**src/rtl/axil_write_queued_pkg.sv**
```systemverilog
// rtl/axil_write_queued_pkg.sv - shared types and constants for the queued AXI-Lite write master
// Contents: one-hot FSM state type, BRESP codes, queue-level width helper.
package axil_write_queued_pkg;

  // One-hot encoding keeps the state decode to a single bit per state.
  typedef enum logic [2:0] {
    ST_IDLE  = 3'b001,
    ST_ISSUE = 3'b010,
    ST_RESP  = 3'b100
  } state_e;

  localparam logic [1:0] RESP_OKAY   = 2'b00;
  localparam logic [1:0] RESP_EXOKAY = 2'b01;
  localparam logic [1:0] RESP_SLVERR = 2'b10;
  localparam logic [1:0] RESP_DECERR = 2'b11;

  // Occupancy needs one extra bit so that a completely full queue (DEPTH) is representable.
  function automatic int lvl_w(input int depth);
    return $clog2(depth) + 1;
  endfunction

endpackage

```
**src/rtl/axil_write_queued_if.sv**
```systemverilog
// rtl/axil_write_queued_if.sv - config, AXI-Lite write and status signals of the write master
// master modport: the write master (consumes cfg commands, drives AW/W, accepts B, reports status)
// slave modport : the environment (issues cfg commands, answers AW/W/B, observes status)
interface axil_write_queued_if #(
  parameter int ADDR_W = 32,
  parameter int DATA_W = 32,
  parameter int DEPTH  = 4
);
  localparam int STRB_W = DATA_W / 8;
  localparam int LVL_W  = $clog2(DEPTH) + 1;

  logic              s_axi_cfg_wvalid;
  logic [ADDR_W-1:0] s_axi_cfg_waddr;
  logic [DATA_W-1:0] s_axi_cfg_wdata;
  logic [STRB_W-1:0] s_axi_cfg_wstrb;
  logic              s_axi_cfg_wready;

  logic [ADDR_W-1:0] s_axi_awaddr;
  logic [2:0]        s_axi_awprot;
  logic              s_axi_awvalid;
  logic              s_axi_awready;
  logic [DATA_W-1:0] s_axi_wdata;
  logic [STRB_W-1:0] s_axi_wstrb;
  logic              s_axi_wvalid;
  logic              s_axi_wready;
  logic              s_axi_bvalid;
  logic [1:0]        s_axi_bresp;
  logic              s_axi_bready;

  logic              sts_valid;
  logic [1:0]        sts_resp;
  logic              err_timeout;
  logic              busy;
  logic [LVL_W-1:0]  q_level;

  modport master (
    input  s_axi_cfg_wvalid, s_axi_cfg_waddr, s_axi_cfg_wdata, s_axi_cfg_wstrb,
    output s_axi_cfg_wready,
    output s_axi_awaddr, s_axi_awprot, s_axi_awvalid,
    input  s_axi_awready,
    output s_axi_wdata, s_axi_wstrb, s_axi_wvalid,
    input  s_axi_wready,
    input  s_axi_bvalid, s_axi_bresp,
    output s_axi_bready,
    output sts_valid, sts_resp, err_timeout, busy, q_level
  );

  modport slave (
    output s_axi_cfg_wvalid, s_axi_cfg_waddr, s_axi_cfg_wdata, s_axi_cfg_wstrb,
    input  s_axi_cfg_wready,
    input  s_axi_awaddr, s_axi_awprot, s_axi_awvalid,
    output s_axi_awready,
    input  s_axi_wdata, s_axi_wstrb, s_axi_wvalid,
    output s_axi_wready,
    output s_axi_bvalid, s_axi_bresp,
    input  s_axi_bready,
    input  sts_valid, sts_resp, err_timeout, busy, q_level
  );

endinterface

```
**src/rtl/axil_write_queued_cmd_fifo.sv**
```systemverilog
// rtl/axil_write_queued_cmd_fifo.sv - synchronous command FIFO with occupancy output
// clk, rst_n       : clock, async active-low reset
// push, push_data  : write an entry (ignored when full)
// pop, pop_data    : pop_data always shows the oldest entry; pop removes it (ignored when empty)
// full, empty      : status
// level            : number of stored entries, 0..DEPTH
module axil_write_queued_cmd_fifo
  import axil_write_queued_pkg::*;
#(
  parameter int W     = 68,
  parameter int DEPTH = 4
) (
  input  logic                    clk,
  input  logic                    rst_n,
  input  logic                    push,
  input  logic [W-1:0]            push_data,
  input  logic                    pop,
  output logic [W-1:0]            pop_data,
  output logic                    full,
  output logic                    empty,
  output logic [lvl_w(DEPTH)-1:0] level
);
  localparam int PTR_W = $clog2(DEPTH);
  localparam int LVL_W = lvl_w(DEPTH);

  logic [W-1:0]     mem [DEPTH];
  logic [PTR_W-1:0] wr_ptr;
  logic [PTR_W-1:0] rd_ptr;
  logic             do_push;
  logic             do_pop;

  assign full     = (level == LVL_W'(DEPTH));
  assign empty    = (level == '0);
  assign do_push  = push & ~full;
  assign do_pop   = pop & ~empty;
  // Output comes straight from the storage registers, so no input-to-output path exists.
  assign pop_data = mem[rd_ptr];

  // DEPTH is a power of two, so the pointers wrap on their own.
  always_ff @(posedge clk or negedge rst_n) begin
    if (!rst_n) begin
      wr_ptr <= '0;
      rd_ptr <= '0;
      level  <= '0;
      for (int i = 0; i < DEPTH; i++) mem[i] <= '0;
    end else begin
      if (do_push) begin
        mem[wr_ptr] <= push_data;
        wr_ptr      <= wr_ptr + PTR_W'(1);
      end
      if (do_pop) rd_ptr <= rd_ptr + PTR_W'(1);
      if (do_push && !do_pop)      level <= level + LVL_W'(1);
      else if (!do_push && do_pop) level <= level - LVL_W'(1);
    end
  end

endmodule

```
**src/rtl/axil_write_queued.sv**
```systemverilog
// rtl/axil_write_queued.sv - queued AXI4-Lite write master with per-command BRESP and watchdog
// s_axi_aclk    : clock
// s_axi_aresetn : async active-low reset; discards queued and in-flight commands
// bus (master)  : cfg command port (valid/addr/data/strb/ready), AXI-Lite AW/W/B,
//                 status (sts_valid/sts_resp/err_timeout/busy/q_level)
module axil_write_queued
  import axil_write_queued_pkg::*;
#(
  parameter int ADDR_W  = 32,
  parameter int DATA_W  = 32,
  parameter int DEPTH   = 4,
  parameter int TIMEOUT = 256
) (
  input  logic          s_axi_aclk,
  input  logic          s_axi_aresetn,
  axil_write_queued_if.master bus
);
  localparam int STRB_W = DATA_W / 8;
  localparam int CMD_W  = ADDR_W + DATA_W + STRB_W;
  localparam int CNT_W  = (TIMEOUT > 0) ? $clog2(TIMEOUT + 1) : 1;

  state_e            state;
  state_e            state_nxt;

  logic [CMD_W-1:0]  fifo_rdata;
  logic              fifo_full;
  logic              fifo_empty;
  logic              fifo_pop;
  logic              fifo_push;
  logic [ADDR_W-1:0] cmd_addr;
  logic [DATA_W-1:0] cmd_data;
  logic [STRB_W-1:0] cmd_strb;

  logic [ADDR_W-1:0] awaddr_q;
  logic [DATA_W-1:0] wdata_q;
  logic [STRB_W-1:0] wstrb_q;
  logic              awvalid_q;
  logic              wvalid_q;
  logic              bready_q;
  logic              sts_valid_q;
  logic [1:0]        sts_resp_q;
  logic              err_q;
  logic [CNT_W-1:0]  wd_cnt;

  logic              aw_pending;
  logic              w_pending;
  logic              b_done;

  assign fifo_push = bus.s_axi_cfg_wvalid & ~fifo_full;
  assign fifo_pop  = (state == ST_IDLE) & ~fifo_empty;
  assign {cmd_addr, cmd_data, cmd_strb} = fifo_rdata;

  axil_write_queued_cmd_fifo #(
    .W     (CMD_W),
    .DEPTH (DEPTH)
  ) u_cmd_fifo (
    .clk       (s_axi_aclk),
    .rst_n     (s_axi_aresetn),
    .push      (fifo_push),
    .push_data ({bus.s_axi_cfg_waddr, bus.s_axi_cfg_wdata, bus.s_axi_cfg_wstrb}),
    .pop       (fifo_pop),
    .pop_data  (fifo_rdata),
    .full      (fifo_full),
    .empty     (fifo_empty),
    .level     (bus.q_level)
  );

  // A channel is still pending if its valid is up and the slave has not taken it this cycle.
  assign aw_pending = awvalid_q & ~bus.s_axi_awready;
  assign w_pending  = wvalid_q & ~bus.s_axi_wready;
  assign b_done     = bready_q & bus.s_axi_bvalid;

  always_ff @(posedge s_axi_aclk or negedge s_axi_aresetn) begin
    if (!s_axi_aresetn) state <= ST_IDLE;
    else                state <= state_nxt;
  end

  always_comb begin
    state_nxt = state;
    unique case (state)
      ST_IDLE:  if (!fifo_empty)               state_nxt = ST_ISSUE;
      ST_ISSUE: if (!aw_pending && !w_pending) state_nxt = ST_RESP;
      ST_RESP:  if (b_done)                    state_nxt = ST_IDLE;
      default:                                 state_nxt = ST_IDLE;
    endcase
  end

  always_ff @(posedge s_axi_aclk or negedge s_axi_aresetn) begin
    if (!s_axi_aresetn) begin
      awaddr_q    <= '0;
      wdata_q     <= '0;
      wstrb_q     <= '0;
      awvalid_q   <= 1'b0;
      wvalid_q    <= 1'b0;
      bready_q    <= 1'b0;
      sts_valid_q <= 1'b0;
      sts_resp_q  <= RESP_OKAY;
    end else begin
      sts_valid_q <= 1'b0;
      if (state == ST_IDLE && !fifo_empty) begin
        awaddr_q  <= cmd_addr;
        wdata_q   <= cmd_data;
        wstrb_q   <= cmd_strb;
        awvalid_q <= 1'b1;
        wvalid_q  <= 1'b1;
      end
      if (state == ST_ISSUE) begin
        if (bus.s_axi_awready) awvalid_q <= 1'b0;
        if (bus.s_axi_wready)  wvalid_q  <= 1'b0;
        if (!aw_pending && !w_pending) bready_q <= 1'b1;
      end
      if (state == ST_RESP && b_done) begin
        bready_q    <= 1'b0;
        sts_valid_q <= 1'b1;
        sts_resp_q  <= bus.s_axi_bresp;
      end
    end
  end

  // Watchdog: counts cycles spent in ISSUE/RESP; the flag rises as the count reaches TIMEOUT
  // and is only informational. Completion clears it, taking priority over a coincident set.
  always_ff @(posedge s_axi_aclk or negedge s_axi_aresetn) begin
    if (!s_axi_aresetn) begin
      wd_cnt <= '0;
      err_q  <= 1'b0;
    end else begin
      if (state == ST_IDLE)                  wd_cnt <= '0;
      else if (wd_cnt != CNT_W'(TIMEOUT))    wd_cnt <= wd_cnt + CNT_W'(1);

      if (state == ST_RESP && b_done)
        err_q <= 1'b0;
      else if (TIMEOUT != 0 && state != ST_IDLE && wd_cnt == CNT_W'(TIMEOUT - 1))
        err_q <= 1'b1;
    end
  end

  assign bus.s_axi_cfg_wready = ~fifo_full;
  assign bus.s_axi_awaddr     = awaddr_q;
  assign bus.s_axi_awprot     = 3'b000;
  assign bus.s_axi_awvalid    = awvalid_q;
  assign bus.s_axi_wdata      = wdata_q;
  assign bus.s_axi_wstrb      = wstrb_q;
  assign bus.s_axi_wvalid     = wvalid_q;
  assign bus.s_axi_bready     = bready_q;
  assign bus.sts_valid        = sts_valid_q;
  assign bus.sts_resp         = sts_resp_q;
  assign bus.err_timeout      = err_q;
  assign bus.busy             = ~fifo_empty | (state != ST_IDLE);

endmodule

```
**src/flat_wrapper.sv**
```systemverilog
// flat-port wrapper written by rule: the top's interface ports become plain ports
module axil_write_queued_flat import axil_write_queued_pkg::*;
#(
  parameter int ADDR_W  = 32,
  parameter int DATA_W  = 32,
  parameter int DEPTH   = 4,
  parameter int TIMEOUT = 256
)
  (s_axi_aclk, s_axi_aresetn, bus_s_axi_cfg_wvalid, bus_s_axi_cfg_waddr, bus_s_axi_cfg_wdata, bus_s_axi_cfg_wstrb, bus_s_axi_cfg_wready, bus_s_axi_awaddr, bus_s_axi_awprot, bus_s_axi_awvalid, bus_s_axi_awready, bus_s_axi_wdata, bus_s_axi_wstrb, bus_s_axi_wvalid, bus_s_axi_wready, bus_s_axi_bvalid, bus_s_axi_bresp, bus_s_axi_bready, bus_sts_valid, bus_sts_resp, bus_err_timeout, bus_busy, bus_q_level);
  axil_write_queued_if #(.ADDR_W(ADDR_W), .DATA_W(DATA_W), .DEPTH(DEPTH)) bus_i ();
  input  logic s_axi_aclk;
  input  logic s_axi_aresetn;
  input wire logic [$bits(bus_i.s_axi_cfg_wvalid)-1:0] bus_s_axi_cfg_wvalid;
  input wire logic [$bits(bus_i.s_axi_cfg_waddr)-1:0] bus_s_axi_cfg_waddr;
  input wire logic [$bits(bus_i.s_axi_cfg_wdata)-1:0] bus_s_axi_cfg_wdata;
  input wire logic [$bits(bus_i.s_axi_cfg_wstrb)-1:0] bus_s_axi_cfg_wstrb;
  output wire logic [$bits(bus_i.s_axi_cfg_wready)-1:0] bus_s_axi_cfg_wready;
  output wire logic [$bits(bus_i.s_axi_awaddr)-1:0] bus_s_axi_awaddr;
  output wire logic [$bits(bus_i.s_axi_awprot)-1:0] bus_s_axi_awprot;
  output wire logic [$bits(bus_i.s_axi_awvalid)-1:0] bus_s_axi_awvalid;
  input wire logic [$bits(bus_i.s_axi_awready)-1:0] bus_s_axi_awready;
  output wire logic [$bits(bus_i.s_axi_wdata)-1:0] bus_s_axi_wdata;
  output wire logic [$bits(bus_i.s_axi_wstrb)-1:0] bus_s_axi_wstrb;
  output wire logic [$bits(bus_i.s_axi_wvalid)-1:0] bus_s_axi_wvalid;
  input wire logic [$bits(bus_i.s_axi_wready)-1:0] bus_s_axi_wready;
  input wire logic [$bits(bus_i.s_axi_bvalid)-1:0] bus_s_axi_bvalid;
  input wire logic [$bits(bus_i.s_axi_bresp)-1:0] bus_s_axi_bresp;
  output wire logic [$bits(bus_i.s_axi_bready)-1:0] bus_s_axi_bready;
  output wire logic [$bits(bus_i.sts_valid)-1:0] bus_sts_valid;
  output wire logic [$bits(bus_i.sts_resp)-1:0] bus_sts_resp;
  output wire logic [$bits(bus_i.err_timeout)-1:0] bus_err_timeout;
  output wire logic [$bits(bus_i.busy)-1:0] bus_busy;
  output wire logic [$bits(bus_i.q_level)-1:0] bus_q_level;
  assign bus_i.s_axi_cfg_wvalid = bus_s_axi_cfg_wvalid;
  assign bus_i.s_axi_cfg_waddr = bus_s_axi_cfg_waddr;
  assign bus_i.s_axi_cfg_wdata = bus_s_axi_cfg_wdata;
  assign bus_i.s_axi_cfg_wstrb = bus_s_axi_cfg_wstrb;
  assign bus_s_axi_cfg_wready = bus_i.s_axi_cfg_wready;
  assign bus_s_axi_awaddr = bus_i.s_axi_awaddr;
  assign bus_s_axi_awprot = bus_i.s_axi_awprot;
  assign bus_s_axi_awvalid = bus_i.s_axi_awvalid;
  assign bus_i.s_axi_awready = bus_s_axi_awready;
  assign bus_s_axi_wdata = bus_i.s_axi_wdata;
  assign bus_s_axi_wstrb = bus_i.s_axi_wstrb;
  assign bus_s_axi_wvalid = bus_i.s_axi_wvalid;
  assign bus_i.s_axi_wready = bus_s_axi_wready;
  assign bus_i.s_axi_bvalid = bus_s_axi_bvalid;
  assign bus_i.s_axi_bresp = bus_s_axi_bresp;
  assign bus_s_axi_bready = bus_i.s_axi_bready;
  assign bus_sts_valid = bus_i.sts_valid;
  assign bus_sts_resp = bus_i.sts_resp;
  assign bus_err_timeout = bus_i.err_timeout;
  assign bus_busy = bus_i.busy;
  assign bus_q_level = bus_i.q_level;
  axil_write_queued #(.ADDR_W(ADDR_W), .DATA_W(DATA_W), .DEPTH(DEPTH), .TIMEOUT(TIMEOUT)) u_core (.s_axi_aclk(s_axi_aclk), .s_axi_aresetn(s_axi_aresetn), .bus(bus_i));
endmodule
```
**config.mk**
```make
export PLATFORM = sky130hd
export DESIGN_NAME = axil_write_queued_flat
export DESIGN_NICKNAME = d
export VERILOG_FILES = /design/src/rtl/axil_write_queued_pkg.sv /design/src/rtl/axil_write_queued_if.sv /design/src/rtl/axil_write_queued_cmd_fifo.sv /design/src/rtl/axil_write_queued.sv /design/src/flat_wrapper.sv
export SDC_FILE = /design/constraint.sdc
export NUM_CORES = 1
export LEC_CHECK = 0
export ABC_CLOCK_PERIOD_IN_PS = 2600
export BUFFER_PORTS_ARGS = -buffer_cell sky130_fd_sc_hd__buf_2
export CAP_MARGIN = 20
export CORE_ASPECT_RATIO = 1.5
export CORE_MARGIN = 10
export CORE_UTILIZATION = 40
export CTS_BUF_LIST = sky130_fd_sc_hd__clkbuf_16
export DETAILED_ROUTE_END_ITERATION = 7
export PLACE_DENSITY_LB_ADDON = 0.25
export SLEW_MARGIN = 20
export SYNTH_ARGS = -nofsm -noshare
export SYNTH_HDL_FRONTEND = slang
export SYNTH_SLANG_ARGS = --single-unit
export TNS_END_PERCENT = 50
```
**constraint.sdc**
```tcl
create_clock -name s_axi_aclk -period 2.6 [get_ports s_axi_aclk]
set_input_delay 0.13 -clock s_axi_aclk [delete_from_list [all_inputs] [get_ports s_axi_aclk]]
set_output_delay 0.13 -clock s_axi_aclk [all_outputs]
set_load 0.1 [all_outputs]
```
======== Word level (Yosys, flattened, before mapping) ========
Cells that the tools add are included.
storage, ports and cells
  input port bits ......................... 76
  flip-flop bits (word level) ............. 366
  output and inout bits ................... 83
operators by class
  reductions and logical operators ........ 20
  $add $sub $neg .......................... 5
  eq/ne operators ......................... 10
  muxes and demuxes ....................... 26
  magnitude comparators ................... 3
  bitwise logic cells ..................... 14
operators with widths
  kind                                                      count
  bitwise mux 272 bit                                       1
  two-way mux 68 bit                                        3
  binary-select mux 68 bit (select 2 bit)                   1
  demux 68 bit (select 2 bit)                               1
  two-way mux 9 bit                                         2
  two-way mux 3 bit                                         5
  two-way mux 1 bit                                         12
  nonzero test 2 bit                                        5
  adder 9 x 1 -> 9 bit, second input constant               1
  equality test 9 x 8 -> 1 bit, second input constant       1
  inequality test 9 bit, second input constant              1
  one-hot mux 3 bit (3 select lines)                        1
  AND 1 bit                                                 7
  logical AND 1 bit                                         7
  equality test 3 bit, second input constant                2
  greater-or-equal comparator 3 bit, second input constant  2
  NOT 2 -> 3 bit                                            2
  logical NOT 1 bit                                         5
  adder 2 x 1 -> 2 bit, second input constant               2
  inequality test 2 x 1 -> 1 bit, second input constant     2
  NOT 1 bit                                                 4
  adder 3 x 1 -> 3 bit, second input constant               1
  equality test 3 x 1 -> 1 bit, second input constant       1
  equality test 3 x 2 -> 1 bit, second input constant       1
  8 further kinds                                           8

======== Longest topological paths before layout ========
  depth in word-level cells ............... 8
  depth in mapped cells ................... 12
  depth with buffers taken out ............ 9

======== Hierarchy ========
From an unflattened synthesis, not the netlist that was laid out.
second synthesis, totals
  cell total of the unflattened synthesis .. 940
  area, all modules ....................... 15,620.0 um^2
modules (own cells, without submodules)
  module                      area each (um^2)  times used  cells an instance
  axil_write_queued_cmd_fifo  12,092.8          1           694
  axil_write_queued           3,527.1           1           246

======== Worst setup path after synthesis ========
No wires, ideal clock.
  path kind ............................... register -> register
  from .................................... register u_core.u_cmd_fifo.level[2]
  to ...................................... register u_core.u_cmd_fifo.level[1]
  clock period less this slack ............ 2,838 ps
  setup slack ............................. -238 ps
  arrival time ............................ 2,712 ps
  cell stages (with the launch flop) ...... 9
  setup time .............................. 126 ps
  required time ........................... 2,474 ps
  path through ............................ dfrtp_1 > or3b_1 > buf_6 > nand2_1 > inv_1 > ha_1 > inv_1 > fa_1 > mux2_2
on the way
  longest elaborated chain between the ends .. 7
ends and longest elaborated chain
  item                                 line                              text
  from (decl)                          axil_write_queued_cmd_fifo.sv:21  output logic [lvl_w(DEPTH)-1:0] level
  from (signal assigned)               axil_write_queued_cmd_fifo.sv:52  if (do_push && !do_pop) level <= level + LVL_W'(1);
  from (signal assigned)               axil_write_queued_cmd_fifo.sv:53  else if (!do_push && do_pop) level <= level - LVL_W'(1);
  equality test 3 bit *                axil_write_queued_cmd_fifo.sv:32  assign full = (level == LVL_W'(DEPTH));
  NOT 1 bit *                          --
  named net bus_s_axi_cfg_wready       flat_wrapper.sv:17                output wire logic [$bits(bus_i.s_axi_cfg_wready)-1:0] bus_s_axi_cfg_wready;
  AND 1 bit                            axil_write_queued.sv:49           assign fifo_push = bus.s_axi_cfg_wvalid & ~fifo_full;
  AND 1 bit *                          axil_write_queued_cmd_fifo.sv:34  assign do_push = push & ~full;
  named net u_core.u_cmd_fifo.do_push  axil_write_queued_cmd_fifo.sv:29  logic do_push;
  logical NOT 1 bit                    axil_write_queued_cmd_fifo.sv:53
  logical AND 1 bit                    axil_write_queued_cmd_fifo.sv:53
  nonzero test 2 bit (no line)         --
Mark *: on every way through the listed nets, which the timed path passes. The rest lies on a longest branch.
A chain may end at the register's enable or synchronous reset.

======== Worst setup path after layout ========
  from .................................... register u_core.state[0]
  to ...................................... register u_core.u_cmd_fifo.level[1]
on the way
  longest elaborated chain between the ends .. 6
ends and longest elaborated chain
  item                                                            line                              text
  from (decl)                                                     axil_write_queued.sv:22           state_e state;
  from (signal assigned)                                          axil_write_queued.sv:75           else state <= state_nxt;
  equality test 3 x 1 -> 1 bit *                                  axil_write_queued.sv:50           assign fifo_pop = (state == ST_IDLE) & ~fifo_empty;
  AND 1 bit *                                                     axil_write_queued.sv:50
  AND 1 bit *                                                     axil_write_queued_cmd_fifo.sv:35  assign do_pop = pop & ~empty;
  logical NOT 1 bit                                               axil_write_queued_cmd_fifo.sv:52
  logical AND 1 bit                                               axil_write_queued_cmd_fifo.sv:52
  two-way mux 3 bit / nonzero test 2 bit (equally long branches)  --
Mark *: on every way between the ends. The rest lies on a longest branch, timed or not.

==> qor.csv <==
metric,value,unit
status,finished clean,
ios,159,
synth_warnings,0,
period_needed,2.27,ns
startpoint,u_core.state[0],
cp_slowest_stage_delay,0.60,ns
postSynthCellCount,938,
fmax,441,MHz
rsz0062_at_grt,no,
wl_per_cell,20.3,microns
hp-class,input pin to flop,
postRouteAntennaNets,0,
cp_top_family,adder cells,
dr.pass1.iters,4,
timing.final.crit_share,0.873,
setup_violations,0,
grtUsageTotal,0.146,
area_delta_synth_final,20.8,%
dieArea,0.0489,sq mm
hpwlAfterDp,22200,microns
crit_required,3.01,ns
post-cts-setup-buffers,0,
worst_slew_pin_slew,0.634,ns
cap_violations,0,
timing.rr.start,u_core.state[0],
design_area,0.0195,sq mm
ff2ff_path_depth,7,
row_count,90,
fill_cells,3456,
drive_gt1_frac,0.547,
initial_core_util,0.403,
path_cells,or3b_4 > nor2_4 > inv_2 > ha_1 > inv_1 > fa_1 > mux2_2,
netlist_area,0.0161,sq mm
hold_depth,3,
setup_tns,0,ns
tritoncts,built,
async_flop_share,1.00,
insertion_delay,0.53,ns
die_x,184,microns
root_buffer,clkbuf_16,
worst_hold_startpoint,bus_s_axi_cfg_wvalid,
drc_errors,0,
reg2reg_slack,0.33,ns
clk_path_buf_depth,3,
drtIter0Drc,350,
r2r-end,u_core.u_cmd_fifo.level[1],
coreArea,0.0400,sq mm
critPathArrivalTime,2.68,ns
gr-total-overflow,0,
fin_util,0.487,
placed_area,0.0175,sq mm
slew_headroom,0.577,
synth-seq-cells,366,
end_kind,flop,
cp_max_fo,10,
port_buffers,155,
path_buf_inv,2,
place.gp.congestion,0.719,
avgSynthCellArea,17.2,sq um
num_vias,8812,
clk_pin_slew,0.06,ns
die_h,266,microns
startpoint_type,flop,
clock_skew,0.0198,ns
grt_pass1_wl,56700,microns
nets,1269,
slew_viol_final,0,
grt_max_degree,73,
ys_seq_area_frac,0.568,
synth_ff_type,dfrtp_1,
antenna_found_initial,3,
wirelength,35000,microns
grt_pass1_vias,9851,
cts_resized,0,
worstHoldEndpoint,u_core.u_cmd_fifo.wr_ptr[0],
cts_max_level,2,
cts_made_buffers,39,
synth_cell_types,44,
cp_slowest_cell,dfstp_2,
hold_violations,0,
cts.sinks,366,
synth_edf_count,0,
hold_buffers,74,
via_per_inst,5.12,
setup.worst_path.class,flop to flop,
## routing by layer
layer / vias to the layer above / track usage / routed length, microns
li1: 3938 / - / -
met1: 4696 / 0.177 / 14500
met2: 123 / 0.259 / 18500
met3: 51 / 0.0277 / 1280
met4: 4 / 0.0380 / 594
met5: - / 0 / 27
## cell families (layout without fill, tap and decap cells)
family	after synthesis	count (layout)	synth area share
AOI/OAI and AO/OA	25	25	0.00932
xor gates and xnor gates	8	8	0.00435
adders and majority gates	9	9	0.00745
buffers and inverters	68	341	0.0346
DFF	366	366	0.568
muxes	412	412	0.354
other	1	4	0.000233
and+or+nand+nor	49	49	0.0214
## cells in the mapped netlist, types with 3 or more instances
library cell	number	area, sq um
ha_1	8	100
mux4_2	68	1530
nor3_1	3	15.0
mux2_4	80	1200
inv_1	9	33.8
buf_12	8	160
buf_4	25	188
nand2_1	6	22.5
buf_8	4	60.1
mux2_1	9	101
nor2_1	7	26.3
xnor2_1	5	43.8
o21ai_0	7	35.0
a21oi_1	12	60.1
mux2_2	255	2870
or3_1	4	25.0
clkbuf_1	8	30.0
nand3_4	4	70.1
buf_2	9	45.0
xor2_1	3	26.3
o2bb2ai_1	3	26.3
dfrtp_1	365	9130
nand3_1	5	25.0
buf_6	3	33.8
nand2b_1	4	25.0
## cell usage in the layout (no fill, tap or decap), types with 13 or more instances in the layout
cell / Yosys / final
mux2_2: 255 / 255
inv_1: 9 / 13
dlygate4sd3_1: 0 / 74
buf_2: 9 / 154
clkbuf_16: 0 / 41
mux2_4: 80 / 80
buf_4: 25 / 13
dfrtp_1: 365 / 360
buf_12: 8 / 19
mux4_2: 68 / 68
## through the flow
stage / hold WS, ns / setup WS (ns) / instances
global placement: 0.159 / 0.351 / 1575
CTS: 0.0127 / 0.323 / 1719
detailed placement: 0.161 / 0.347 / 1575
finish: 0.0447 / 0.330 / 1720
global route: 0.0331 / 0.238 / 1720
floorplan: -0.166 / 0.0516 / 940
## worst reg2reg max path, stage by stage (launching register included)
cell and delay [ns]:
dfstp_2 0.60, or3b_4 0.41, nor2_4 0.16, inv_2 0.06
ha_1 0.20, inv_1 0.08, fa_1 0.40, mux2_2 0.26
## flip-flops by register name, summed over array words and instances (netlist names), 2 cells and up
signal	count
u_core.bus.s_axi_awaddr	32
u_core.bus.s_axi_wdata	32
u_core.bus.s_axi_wstrb	4
u_core.bus.sts_resp	2
u_core.state	3
u_core.u_cmd_fifo.level	3
u_core.u_cmd_fifo.mem	272
u_core.u_cmd_fifo.rd_ptr	2
u_core.u_cmd_fifo.wr_ptr	2
u_core.wd_cnt	9
## layout make-up
cell class              instances  area (sq um)  area share
flip-flops and latches        366          9170       0.471
multi-input cells             506          6400       0.329
well taps                     506           633      0.0325
repair buffers                261          2000       0.103
inverters                      10          37.5     0.00193
clock inverters                29           184     0.00945
clock buffers                  41          1030      0.0527
diodes                          1          2.50    0.000129
## worst max-delay path by stage
stage                            endpoint  slack (ns)  cells past startpoint
2_1_floorplan  u_core.u_cmd_fifo.level[1]        0.05                      8
3_3_place_gp   u_core.u_cmd_fifo.level[1]        0.35                      7
3_5_place_dp   u_core.u_cmd_fifo.level[1]        0.35                      7
4_1_cts        u_core.u_cmd_fifo.level[1]        0.32                      7
5_1_grt        u_core.u_cmd_fifo.level[1]        0.24                      7
6_report       u_core.u_cmd_fifo.level[1]        0.33                      7
Power is not shown: default switching activity piles up to over one toggle a cycle in this logic, so the estimate is an artifact.
